==> src/rtl/prog_enc_pkg.sv <==
// Shared definitions for the program encoder: mnemonics, machine opcodes, FSM states.
`default_nettype none

package prog_enc_pkg;

    typedef enum logic [3:0] {
        OP_ADD  = 4'd0,
        OP_LSL  = 4'd1,
        OP_LSR  = 4'd2,
        OP_NAND = 4'd3,
        OP_SUB  = 4'd4,
        OP_LDR  = 4'd5,
        OP_STR  = 4'd6,
        OP_ADDI = 4'd7,
        OP_BRZ  = 4'd8
    } mnemonic_e;

    // Opcode field values, bits [8:6] of the machine word, as seen by the control decoder.
    localparam logic [2:0] OPC_ADD  = 3'b000;
    localparam logic [2:0] OPC_LSL  = 3'b001;
    localparam logic [2:0] OPC_LSR  = 3'b010;
    localparam logic [2:0] OPC_NAND = 3'b011;
    localparam logic [2:0] OPC_SUB  = 3'b100;
    localparam logic [2:0] OPC_LDR  = 3'b101;
    localparam logic [2:0] OPC_STR  = 3'b110;
    localparam logic [2:0] OPC_EXT  = 3'b111;

    typedef enum logic [1:0] {
        S_IDLE = 2'd0,
        S_LOAD = 2'd1,
        S_DONE = 2'd2,
        S_ERR  = 2'd3
    } state_e;

endpackage

`default_nettype wire

==> src/rtl/prog_encoder_instr_pack.sv <==
// Combinational packer: symbolic instruction to 9-bit machine word plus illegal flag.
`default_nettype none

module instr_pack
    import prog_enc_pkg::*;
(
    input  logic [3:0] in_op,
    input  logic [2:0] in_a,
    input  logic [2:0] in_b,
    output logic [8:0] word,
    output logic       illegal
);

    always_comb begin
        word    = 9'd0;
        illegal = 1'b0;
        case (mnemonic_e'(in_op))
            OP_ADD:  word = {OPC_ADD,  in_a, in_b};
            OP_LSL:  word = {OPC_LSL,  in_a, in_b};
            OP_LSR:  word = {OPC_LSR,  in_a, in_b};
            OP_NAND: word = {OPC_NAND, in_a, in_b};
            OP_SUB:  word = {OPC_SUB,  in_a, in_b};
            OP_LDR:  word = {OPC_LDR,  in_a, in_b};
            OP_STR:  word = {OPC_STR,  in_a, in_b};
            // Bit 5 distinguishes ADDI (1) from BRZ (0) within the extended opcode.
            OP_ADDI: word = {OPC_EXT, 1'b1, in_a[1:0], in_b};
            OP_BRZ:  word = {OPC_EXT, 1'b0, in_a[1:0], in_b};
            default: illegal = 1'b1;
        endcase
    end

endmodule

`default_nettype wire

==> src/rtl/prog_encoder.sv <==
// Streaming program loader: accepts symbolic instructions and writes packed words
// sequentially into instruction memory from address 0.
`default_nettype none

module prog_encoder
    import prog_enc_pkg::*;
#(
    parameter int AW    = 8,
    parameter int DEPTH = 256
) (
    input  logic          clk,
    input  logic          rst_n,
    input  logic          start,
    input  logic          in_valid,
    output logic          in_ready,
    input  logic [3:0]    in_op,
    input  logic [2:0]    in_a,
    input  logic [2:0]    in_b,
    input  logic          in_last,
    output logic          im_we,
    output logic [AW-1:0] im_addr,
    output logic [8:0]    im_wdata,
    output logic [AW:0]   prog_len,
    output logic          done,
    output logic          err
);

    localparam logic [AW-1:0] LAST_ADDR = AW'(DEPTH - 1);

    state_e        state, state_next;
    logic [AW-1:0] addr;
    logic [8:0]    word;
    logic          illegal;
    logic          xfer;

    instr_pack u_pack (
        .in_op   (in_op),
        .in_a    (in_a),
        .in_b    (in_b),
        .word    (word),
        .illegal (illegal)
    );

    assign xfer = in_valid && in_ready;

    always_ff @(posedge clk or negedge rst_n) begin
        if (!rst_n) state <= S_IDLE;
        else        state <= state_next;
    end

    always_comb begin
        state_next = state;
        in_ready   = 1'b0;
        done       = 1'b0;
        err        = 1'b0;
        case (state)
            S_LOAD: begin
                in_ready = 1'b1;
                if (xfer) begin
                    if (illegal)                state_next = S_ERR;
                    else if (in_last)           state_next = S_DONE;
                    else if (addr == LAST_ADDR) state_next = S_ERR;
                end
            end
            S_DONE:  done = 1'b1;
            S_ERR:   err  = 1'b1;
            default: ;
        endcase
        // start wins over everything, including a same-cycle transfer.
        if (start) state_next = S_LOAD;
    end

    always_ff @(posedge clk or negedge rst_n) begin
        if (!rst_n) begin
            addr     <= '0;
            im_we    <= 1'b0;
            im_addr  <= '0;
            im_wdata <= 9'd0;
            prog_len <= '0;
        end else begin
            im_we <= 1'b0;
            if (start) begin
                addr     <= '0;
                prog_len <= '0;
            end else if (xfer && !illegal) begin
                im_we    <= 1'b1;
                im_addr  <= addr;
                im_wdata <= word;
                addr     <= addr + 1'b1;
                prog_len <= prog_len + 1'b1;
            end
        end
    end

endmodule

`default_nettype wire

==> config.mk <==
export PLATFORM = sky130hd
export DESIGN_NAME = prog_encoder
export DESIGN_NICKNAME = d
export VERILOG_FILES = /design/src/rtl/prog_enc_pkg.sv /design/src/rtl/prog_encoder_instr_pack.sv /design/src/rtl/prog_encoder.sv
export SDC_FILE = /design/constraint.sdc
export NUM_CORES = 1
export LEC_CHECK = 0
export BUFFER_PORTS_ARGS = -buffer_cell sky130_fd_sc_hd__buf_2
export CAP_MARGIN = 5
export CORE_ASPECT_RATIO = 0.7
export CORE_MARGIN = 2
export CORE_UTILIZATION = 45
export CTS_BUF_LIST = sky130_fd_sc_hd__clkbuf_16
export CTS_CLUSTER_DIAMETER = 30
export DETAILED_ROUTE_END_ITERATION = 10
export GPL_TIMING_DRIVEN = 1
export PLACE_DENSITY = 0.67
export SYNTH_ARGS = -nofsm -noshare
export SYNTH_HDL_FRONTEND = slang
export SYNTH_HIERARCHICAL = 1
export SYNTH_SLANG_ARGS = --single-unit
==> constraint.sdc <==
create_clock -name clk -period 2.29 [get_ports clk]
set_input_delay 0.1145 -clock clk [delete_from_list [all_inputs] [get_ports clk]]
set_output_delay 0.1145 -clock clk [all_outputs]
set_load 0.1 [all_outputs]
# Yosys cells after proc, flatten, opt, wreduce, memory -nomap -nowiden
# Cells that the tools add are included.
dict set report totals {
  wordCells 47
  input_bits 15
  ff_bits 37
}
dict set report op_classes {
  n_reduce_logical 9
  eq_ne 13
  n_addsub 2
  mux 16
  bitwise 1
}
# operator n
set op_table {}
lappend op_table {{one-hot mux 9 bit (9 select lines)} 1}
lappend op_table {{two-way mux 9 bit} 2}
lappend op_table {{equality test 4 x 3 -> 1 bit (second input constant)} 4}
lappend op_table {{two-way mux 8 bit} 2}
lappend op_table {{two-way mux 2 bit} 6}
lappend op_table {{adder 9 x 1 -> 9 bit (second input constant)} 1}
lappend op_table {{OR reduction 9 bit} 1}
lappend op_table {{adder 8 x 1 -> 8 bit (second input constant)} 1}
lappend op_table {{equality test 4 x 2 -> 1 bit (second input constant)} 2}
lappend op_table {{equality test 8 bit (second input constant)} 1}
lappend op_table {{nonzero test 2 bit} 3}
lappend op_table {{two-way mux 1 bit} 5}
lappend op_table {{equality test 2 bit (second input constant)} 2}
lappend op_table {{equality test 4 x 1 -> 1 bit (second input constant)} 1}
lappend op_table {{equality test 4 bit (second input constant)} 1}
lappend op_table {{logical NOT 4 bit} 1}
lappend op_table {{!= test 4 x 1 -> 1 bit (second input constant)} 1}
lappend op_table {{AND reduction 3 bit} 1}
lappend op_table {{equality test 2 x 1 -> 1 bit (second input constant)} 1}
lappend op_table {{logical AND 1 bit} 2}
lappend op_table {{AND reduction 2 bit} 1}
lappend op_table {{inverter 1 bit} 1}

# Logic depth before layout (Yosys ltp)
# Gate-level depths: netlist of run 1.
dict set report logic_depth {
  depth_word 7
  mapped_depth 7
  ltp_nobuf 5
}

# By module
# The synthesis of run 1 kept the hierarchy.
# module area_per_inst_um2 instances seq_area_each_um2 cells_each
set modules_own_cells {}
lappend modules_own_cells {prog_encoder 1699.1 1 925.9 144}
lappend modules_own_cells {instr_pack 88.8 1 0.0 16}

# Worst setup path after synthesis of run 1
# OpenSTA, ideal clock, no wires.
dict set report synth_path {
  path_kind {register to register}
  from {register prog_len[0]}
  to {register prog_len[6]}
  n_path_buf 0
  slack_ps 249
  required_ps 2212
  setup_ps 78
  arrival_time_ps 1963
  path_stages_with_launch 5
  path_cell_list {dfrtp_1 ha_1 inv_1 or4_1 a21oi_1}
}
dict set report synth_via {
  elab_chain_len 3
}
# item line
set synth_lines {}
lappend synth_lines {{start: declaration} prog_encoder.sv:23} ;# output logic [AW:0] prog_len,
lappend synth_lines {{start signal: assignment} prog_encoder.sv:90} ;# prog_len <= prog_len + 1'b1;
lappend synth_lines {{adder 9 x 1 -> 9 bit} prog_encoder.sv:90}
lappend synth_lines {{two-way mux 9 bit} prog_encoder.sv:85} ;# end else if (xfer && !illegal) begin
lappend synth_lines {{two-way mux 9 bit} prog_encoder.sv:82} ;# if (start) begin
# No other way between the ends. The select of a mux whose other input is x is not followed.
# A chain may end at the register's enable or synchronous reset.

# Worst setup path after layout of run 1
dict set report layout_path {
  from {register state[1]}
  to {register addr[7]}
}
dict set report layout_via {
  elab_chain_len 5
}
# item line
set layout_lines {}
lappend layout_lines {{start: declaration} prog_encoder.sv:30} ;# state_e state, state_next;
lappend layout_lines {{start signal: assignment} prog_encoder.sv:48} ;# else state <= state_next;
lappend layout_lines {{equality test 2 x 1 -> 1 bit} prog_encoder.sv:56} ;# case (state)
lappend layout_lines {{two-way mux 1 bit} prog_encoder.sv:56}
lappend layout_lines {{logical AND 1 bit} prog_encoder.sv:44} ;# assign xfer = in_valid && in_ready;
lappend layout_lines {{logical AND 1 bit} prog_encoder.sv:85}
lappend layout_lines {{nonzero test 2 bit (no source line)} n/a}
lappend layout_lines {{end signal: assignment} prog_encoder.sv:89} ;# addr <= addr + 1'b1;
lappend layout_lines {{end: declaration} prog_encoder.sv:31} ;# logic [AW-1:0] addr;
# No other way between the ends.

==> insert_results.sql, run 1 <==
INSERT INTO impl_metrics (metric_group, metric, value, unit) VALUES
('outcome', 'outcome', 'completed', ''),
('worst_setup_path', 'critical_path.max_fanout', '18', ''),
('clocking', 'clock-root-buffer', 'sky130_fd_sc_hd__clkbuf_16', ''),
('synthesis', 'post_synth_instance_area', '1790', 'um^2'),
('die', 'die_area', '4500', 'um^2'),
('die', 'num_io_pins', '45', ''),
('finish', 'most_common_cell_after_layout_fill_and_taps_aside', 'sky130_fd_sc_hd__buf_2', ''),
('detailed_routing', 'via_total_after_detailed_routing', '1377', ''),
('placement', 'placedInstanceArea', '2050', 'um^2'),
('die', 'floorplan.initialDensity', '46.1', '%'),
('clocking', 'gates_resized_cts_repair', '0', ''),
('synthesis', 'ys_ff_latch', '37', ''),
('detailed_routing', 'met2WireLength', '1710', 'um'),
('worst_setup_path', 'critPathLaunch', 'state[1]', ''),
('finish', 'most-common-layout-cells', 'sky130_fd_sc_hd__buf_2 (44), sky130_fd_sc_hd__dfrtp_1 (37), sky130_fd_sc_hd__mux2_2 (19), sky130_fd_sc_hd__inv_1 (11), sky130_fd_sc_hd__nor2_1 (10)', ''),
('detailed_routing', 'met1Wirelength', '1690', 'um'),
('run', 'timing.max_cap.violations', '0', ''),
('grt', 'grt-ovfl-total', '0', ''),
('detailed_routing', 'drc', '0', ''),
('finish', 'regArea', '926', 'um^2'),
('timing', 'totalNegativeSetupSlack', '0', 'ps'),
('worst_setup_path', 'timing.critical_path.max_delay_family', 'simple AND/OR/NAND/NOR gates', ''),
('detailed_routing', 'average_wire_per_standard_cell', '13.9', 'um'),
('power', 'ir_drop_worst_vdd', '618', 'uV'),
('worst_setup_path', 'crit_path_end_kind', 'flop', ''),
('power', 'power.static_leakage', '1.09', 'nW'),
('synthesis', 'syn-mean-instance-area', '11.2', 'um^2'),
('finish', 'final_nets', '225', ''),
('timing', 'fin_hold_ws', '137', 'ps'),
('synthesis', 'postSynth.topFlopCell', 'sky130_fd_sc_hd__dfrtp_1', ''),
('finish', 'syn_to_final_growth', '23.2', '%'),
('timing', 'final-max-slew-violation-count', '0', ''),
('placement', 'gp_congestion', '0.760', ''),
('detailed_routing', 'drt.antenna.violating_nets', '0', ''),
('placement', 'place.port_buffers', '44', ''),
('timing', 'worst_slew_pin_slew', '808', 'ps'),
('detailed_routing', 'postRouteWirelength', '3640', 'um'),
('grt', 'grt_first_pass_wirelength', '6360', 'um'),
('finish', 'antennaDiodeCount', '0', ''),
('grt', 'grt_util_all_layers', '18.5', '%'),
('clocking', 'tritoncts', 'yes', ''),
('synthesis', 'yosysWarnings', '6', ''),
('clocking', 'reg_clk_slew_reported_paths', '50', 'ps'),
('worst_setup_path', 'worstPathBufferInverterCount', '1', ''),
('synthesis', 'yosysUniqueCellTypes', '33', ''),
('finish', 'layout-drive-gt1-share', '36.4', '%'),
('clocking', 'worst_skew_pair.late_latency', '280', 'ps'),
('die', 'core_region_area', '3870', 'um^2'),
('timing', 'report.final.setup_viol', '0', ''),
('detailed_routing', 'met3_wirelength', '160', 'um'),
('clocking', 'clkSinkCount', '37', ''),
('detailed_routing', 'vias_per_cell', '5.28', ''),
('worst_setup_path', 'worstSetupPathType', 'reg2reg', ''),
('worst_setup_path', 'crit_path_cell_trace', 'nand4bb_1 > buf_4 > nor4_1 > mux2_1', ''),
('timing', 'fin_crit', '1680', 'ps'),
('min_path', 'holdCritPathClass', 'in2reg', ''),
('worst_setup_path', 'worst-endpoint-required', '2450', 'ps'),
('finish', 'final.fill_count', '349', ''),
('worst_setup_path', 'max_stage_delay', '420', 'ps'),
('grt', 'first_global_vias', '1357', ''),
('timing', 'finalCritPeriodShare', '73.4', '%'),
('worst_setup_path', 'crit_path_arrival_time', '1840', 'ps'),
('die', 'die_x', '79.3', 'um'),
('timing', 'final_hold_viol_count', '0', ''),
('detailed_routing', 'maxUsedRoutingLayer', 'met4', ''),
('placement', 'hpwl', '2590', 'um'),
('synthesis', 'synth.net_count', '177', ''),
('clocking', 'tritoncts.num_buffers', '5', ''),
('detailed_routing', 'first_pass_iters', '4', ''),
('die', 'rows', '19', ''),
('min_path', 'hold_path_startpoint', 'in_last', '');
cell families after synthesis:
logic type / share of synthesized area, %
AO/OA/AOI/OAI: 7.98
XOR/XNOR: 0.980
adder cells (fa/ha/maj): 1.40
buffers and inverters: 4.76
flip-flops: 51.8
multiplexers: 14.5
AND/OR/NAND/NOR: 18.6
worst min-delay path: stages:
cell,delay [ps]
sky130_fd_sc_hd__buf_2,100
sky130_fd_sc_hd__a211oi_1,40
sky130_fd_sc_hd__o22ai_1,110
Yosys cell counts (3+ instances only):
cell                       n  area [um^2]
sky130_fd_sc_hd__o21ai_0   5         25.0
sky130_fd_sc_hd__nor2b_1   7         43.8
sky130_fd_sc_hd__nand2_1   9         33.8
sky130_fd_sc_hd__inv_1    10         37.5
sky130_fd_sc_hd__or4_1     5         37.5
sky130_fd_sc_hd__dfrtp_1  37          926
sky130_fd_sc_hd__and2_1    6         37.5
sky130_fd_sc_hd__nand4_1   3         18.8
sky130_fd_sc_hd__mux2_2   19          214
sky130_fd_sc_hd__nor2_1   10         37.5
sky130_fd_sc_hd__a21oi_1   9         45.0
sky130_fd_sc_hd__o31ai_1   6         45.0
sky130_fd_sc_hd__mux2_1    4         45.0
sky130_fd_sc_hd__nand3_1   5         25.0
metrics by stage:
step | total power, mW | setup WS [ps] | std cells | utilization, %
after floorplan | 1.23 | 249 | 160 | -
after CTS | 1.98 | 631 | 261 | 56.9
after detailed placement | 1.33 | 349 | 252 | 53.0
after global routing | 2.04 | 476 | 261 | 56.9
after global placement | 1.32 | 406 | 252 | 53.0
final | 1.96 | 609 | 261 | 56.9
routing by layer:
| layer | vias to the layer above | track usage (%) |
|---|---|---|
| li1 | 665 | - |
| met1 | 673 | 24.8 |
| met2 | 30 | 28.0 |
| met3 | 9 | 4.66 |
| met4 | 0 | 9.36 |
| met5 | - | 0 |
layout make-up:
cell class	count	share of cell area, %
Sequential cell	37	42.0
Multi-Input combinational cell	106	35.5
Timing Repair Buffer	48	11.5
Clock buffer	5	5.68
Tap cell	52	2.95
Inverter	10	1.70
Clock inverter	3	0.625
state kept, by name, summed over array words and instances (netlist names):
name and cells:
prog_len 9, im_addr 8, state 2, addr 8
im_wdata 9, im_we 1
timing repair:
| item | in CTS | in global routing |
|---|---|---|
| endpoints found under the setup margin | 0 | 0 |
| buffers inserted | 0 | 0 |
| hold buffers | 1 | 0 |
| endpoints found under the hold margin | 37 | 0 |
power by group:
group / internal (mW) / switching [mW]
sequential: 0.706 / 0.0322
clock: 0.394 / 0.248
combinational: 0.104 / 0.477
total: 1.20 / 0.756
worst paths after layout:
kind	end	slack, ps	cells past startpoint
max	addr[7]	610	4
min	state[1]	140	3
max reg2reg	addr[7]	610	4
min reg2reg	im_addr[6]	500	1
max in group asynchronous	state[0]	1310	2
min in group asynchronous	im_addr[1]	470	2
Power figures use the tool's default switching activity.
==> inputs of run 2 (changes only) <==
==> constraint.sdc (replaced) <==
create_clock -name clk -period 1.66 [get_ports clk]
set_input_delay 0.083 -clock clk [delete_from_list [all_inputs] [get_ports clk]]
set_output_delay 0.083 -clock clk [all_outputs]
set_load 0.1 [all_outputs]
==> run 2 against run 1 <==
Effect of this change:
- sequential share of layout area decreased by 1.9 points
- core utilization increased by 4.0 points
- register-to-register slack got worse by 520 ps
- hold slack got worse by 36 ps
- clock skew increased by 3.4 ps
- via count increased by 4.4%
- final cell count increased by 4.6%
- largest cell class unchanged
- highest routed layer unchanged
==> insert_results.sql, run 2 (synthesized netlist as in run 1, its figures left out) <==
INSERT INTO impl_metrics (metric_group, metric, value, unit) VALUES
('outcome', 'outcome', 'completed', ''),
('clocking', 'cts.path.max_buffers', '2', ''),
('die', 'core_region_area', '3870', 'um^2'),
('die', 'rows', '19', ''),
('clocking', 'clock_tree.htree_level_count', '2', ''),
('die', 'floorplan.initialDensity', '46.1', '%'),
('placement', 'gp_congestion', '0.825', ''),
('finish', 'fin_area', '2360', 'um^2'),
('finish', 'final_nets', '237', ''),
('die', 'die_x', '79.3', 'um'),
('clocking', 'worst_skew_pair.late_latency', '280', 'ps'),
('grt', 'grt_util_all_layers', '19.1', '%'),
('clocking', 'postCtsSetupRepairBufs', '0', ''),
('detailed_routing', 'drc', '0', ''),
('power', 'power.static_leakage', '1.16', 'nW'),
('clocking', 'clock-root-buffer', 'sky130_fd_sc_hd__clkbuf_16', ''),
('finish', 'antennaDiodeCount', '0', ''),
('grt', 'antenna_found_initial', '0', ''),
('detailed_routing', 'first_pass_iters', '4', ''),
('timing', 'final-max-slew-violation-count', '0', ''),
('power', 'pd_cells', '1160', 'nW/um^2'),
('finish', 'most-common-layout-cells', 'sky130_fd_sc_hd__buf_2 (44), sky130_fd_sc_hd__dfrtp_1 (29), sky130_fd_sc_hd__mux2_2 (19), sky130_fd_sc_hd__buf_4 (14), sky130_fd_sc_hd__inv_1 (12)', ''),
('detailed_routing', 'drt.antenna.violating_nets', '0', ''),
('timing', 'report.final.setup_viol', '0', ''),
('placement', 'placedInstanceArea', '2190', 'um^2'),
('detailed_routing', 'postRouteWirelength', '3790', 'um'),
('timing', 'final_hold_viol_count', '0', ''),
('timing', 'highest_clock_rate', '636', 'MHz'),
('die', 'die_area', '4500', 'um^2'),
('grt', 'grt_first_pass_wirelength', '6560', 'um'),
('run', 'timing.max_cap.violations', '0', ''),
('clocking', 'tritoncts', 'yes', ''),
('placement', 'place.port_buffers', '44', ''),
('worst_setup_path', 'crit_path_start_kind', 'flop', ''),
('timing', 'fin_crit', '1570', 'ps'),
('timing', 'finalClockSkew', '5.85', 'ps'),
('placement', 'hpwl', '2800', 'um'),
('min_path', 'holdCritPathClass', 'in2reg', ''),
('worst_setup_path', 'worst-endpoint-required', '1820', 'ps'),
('timing', 'least_setup_slack_across_all_paths_after_layout', '87.4', 'ps'),
('timing', 'finalCritPeriodShare', '94.7', '%'),
('die', 'chipHeight', '56.7', 'um'),
('finish', 'layout-drive-gt1-share', '44.3', '%'),
('detailed_routing', 'average_wire_per_standard_cell', '13.9', 'um'),
('clocking', 'tritoncts.num_buffers', '5', ''),
('grt', 'grt-ovfl-total', '0', ''),
('power', 'ir_drop_worst_vdd', '733', 'uV'),
('grt', 'first_global_vias', '1424', ''),
('grt', 'pin_count_of_the_biggest_net_entering_global_routing', '27', ''),
('detailed_routing', 'via_total_after_detailed_routing', '1437', ''),
('die', 'num_io_pins', '45', ''),
('clocking', 'reg_clk_slew_reported_paths', '50', 'ps'),
('worst_setup_path', 'worstSetupPathType', 'reg2reg', ''),
('timing', 'worst_slew_pin_slew', '568', 'ps'),
('placement', 'detailedPlace.worstSlack', '-149', 'ps'),
('finish', 'most_common_cell_after_layout_fill_and_taps_aside', 'sky130_fd_sc_hd__buf_2', ''),
('worst_setup_path', 'crit_path_end_kind', 'flop', ''),
('detailed_routing', 'drt_first_iter_violations', '107', ''),
('timing', 'relSlewSlack', '62.1', '%'),
('detailed_routing', 'vias_per_cell', '5.26', ''),
('worst_setup_path', 'crit_path_arrival_time', '1730', 'ps'),
('clocking', 'clkSinkCount', '37', ''),
('worst_setup_path', 'critical_path.max_fanout', '6', ''),
('finish', 'syn_to_final_growth', '31.8', '%'),
('finish', 'reg.largest.list', 'im_wdata x9, prog_len x9', '');
## run 2: cell count changes in the layout (fill, tap and decap cells not counted), moves of 2 or more
cell / previous run / this run
sky130_fd_sc_hd__clkinv_2: 2 / 0
sky130_fd_sc_hd__dfrtp_2: 0 / 4
sky130_fd_sc_hd__buf_4: 3 / 14
sky130_fd_sc_hd__nor4_1: 2 / 0
sky130_fd_sc_hd__dfrtp_1: 37 / 29
sky130_fd_sc_hd__dfrtp_4: 0 / 4
## run 2: per-stage QoR
step                      setup TNS, ps  instances  power [mW]  util, %  hold slack (ps)
final                                 0        273        2.73     60.8              101
after global routing              -14.6        273        2.84     60.8              118
after CTS                             0        273        2.76     60.3             98.6
after detailed placement           -785        264        1.88     56.5              117
after global placement             -131        264        1.86     56.5              107
after floorplan                   -74.6        160        1.70        -             -213
## run 2: path summary, 6_finish.rpt
path	slack [ps]	cells after the start	start	to
setup / recovery	90	4	state[1]	addr[7]
hold / removal	100	3	in_valid	state[1]
setup reg to reg	90	4	state[1]	addr[7]
hold reg to reg	480	1	im_wdata[6]	im_wdata[6]
max in group asynchronous	760	3	rst_n	im_addr[5]
min in group asynchronous	330	2	rst_n	prog_len[2]
## run 2: timing repair
item,4_1_cts,5_1_grt
hold endpoints to repair,25,0
hold buffers,1,0
setup endpoints to repair,0,2
resized for setup,0,3
## run 2: metal layers
metal  wire length (um)  global-route usage (%)  share of wire [%]
met1               1670                    25.4                 44
met2               1840                    29.7                 49
met3                207                    6.91                5.5
met4                 70                    5.17                1.8
met5                  0                       0                  0
## run 2: critical path: stages (launching register included)
cell	delay, ps
sky130_fd_sc_hd__dfrtp_1	390
sky130_fd_sc_hd__nand4bb_1	220
sky130_fd_sc_hd__buf_4	200
sky130_fd_sc_hd__nor4_2	310
sky130_fd_sc_hd__mux2_1	340
## run 2: cell type report
type / instances / area [um^2]
clock buffers: 5 / 125
clock inverters: 3 / 11.3
fillers: 323 / 1520
inverters: 10 / 37.5
multi-input cells: 106 / 817
flip-flops and latches: 37 / 946
well taps: 52 / 65.1
repair buffers: 60 / 355
## run 2: power breakdown
part | switching, mW | leakage [nW] | internal (mW)
clock | 0.336 | 0.0738 | 0.539
combinational | 0.672 | 0.599 | 0.171
sequential | 0.0414 | 0.484 | 0.975
total | 1.05 | 1.16 | 1.68
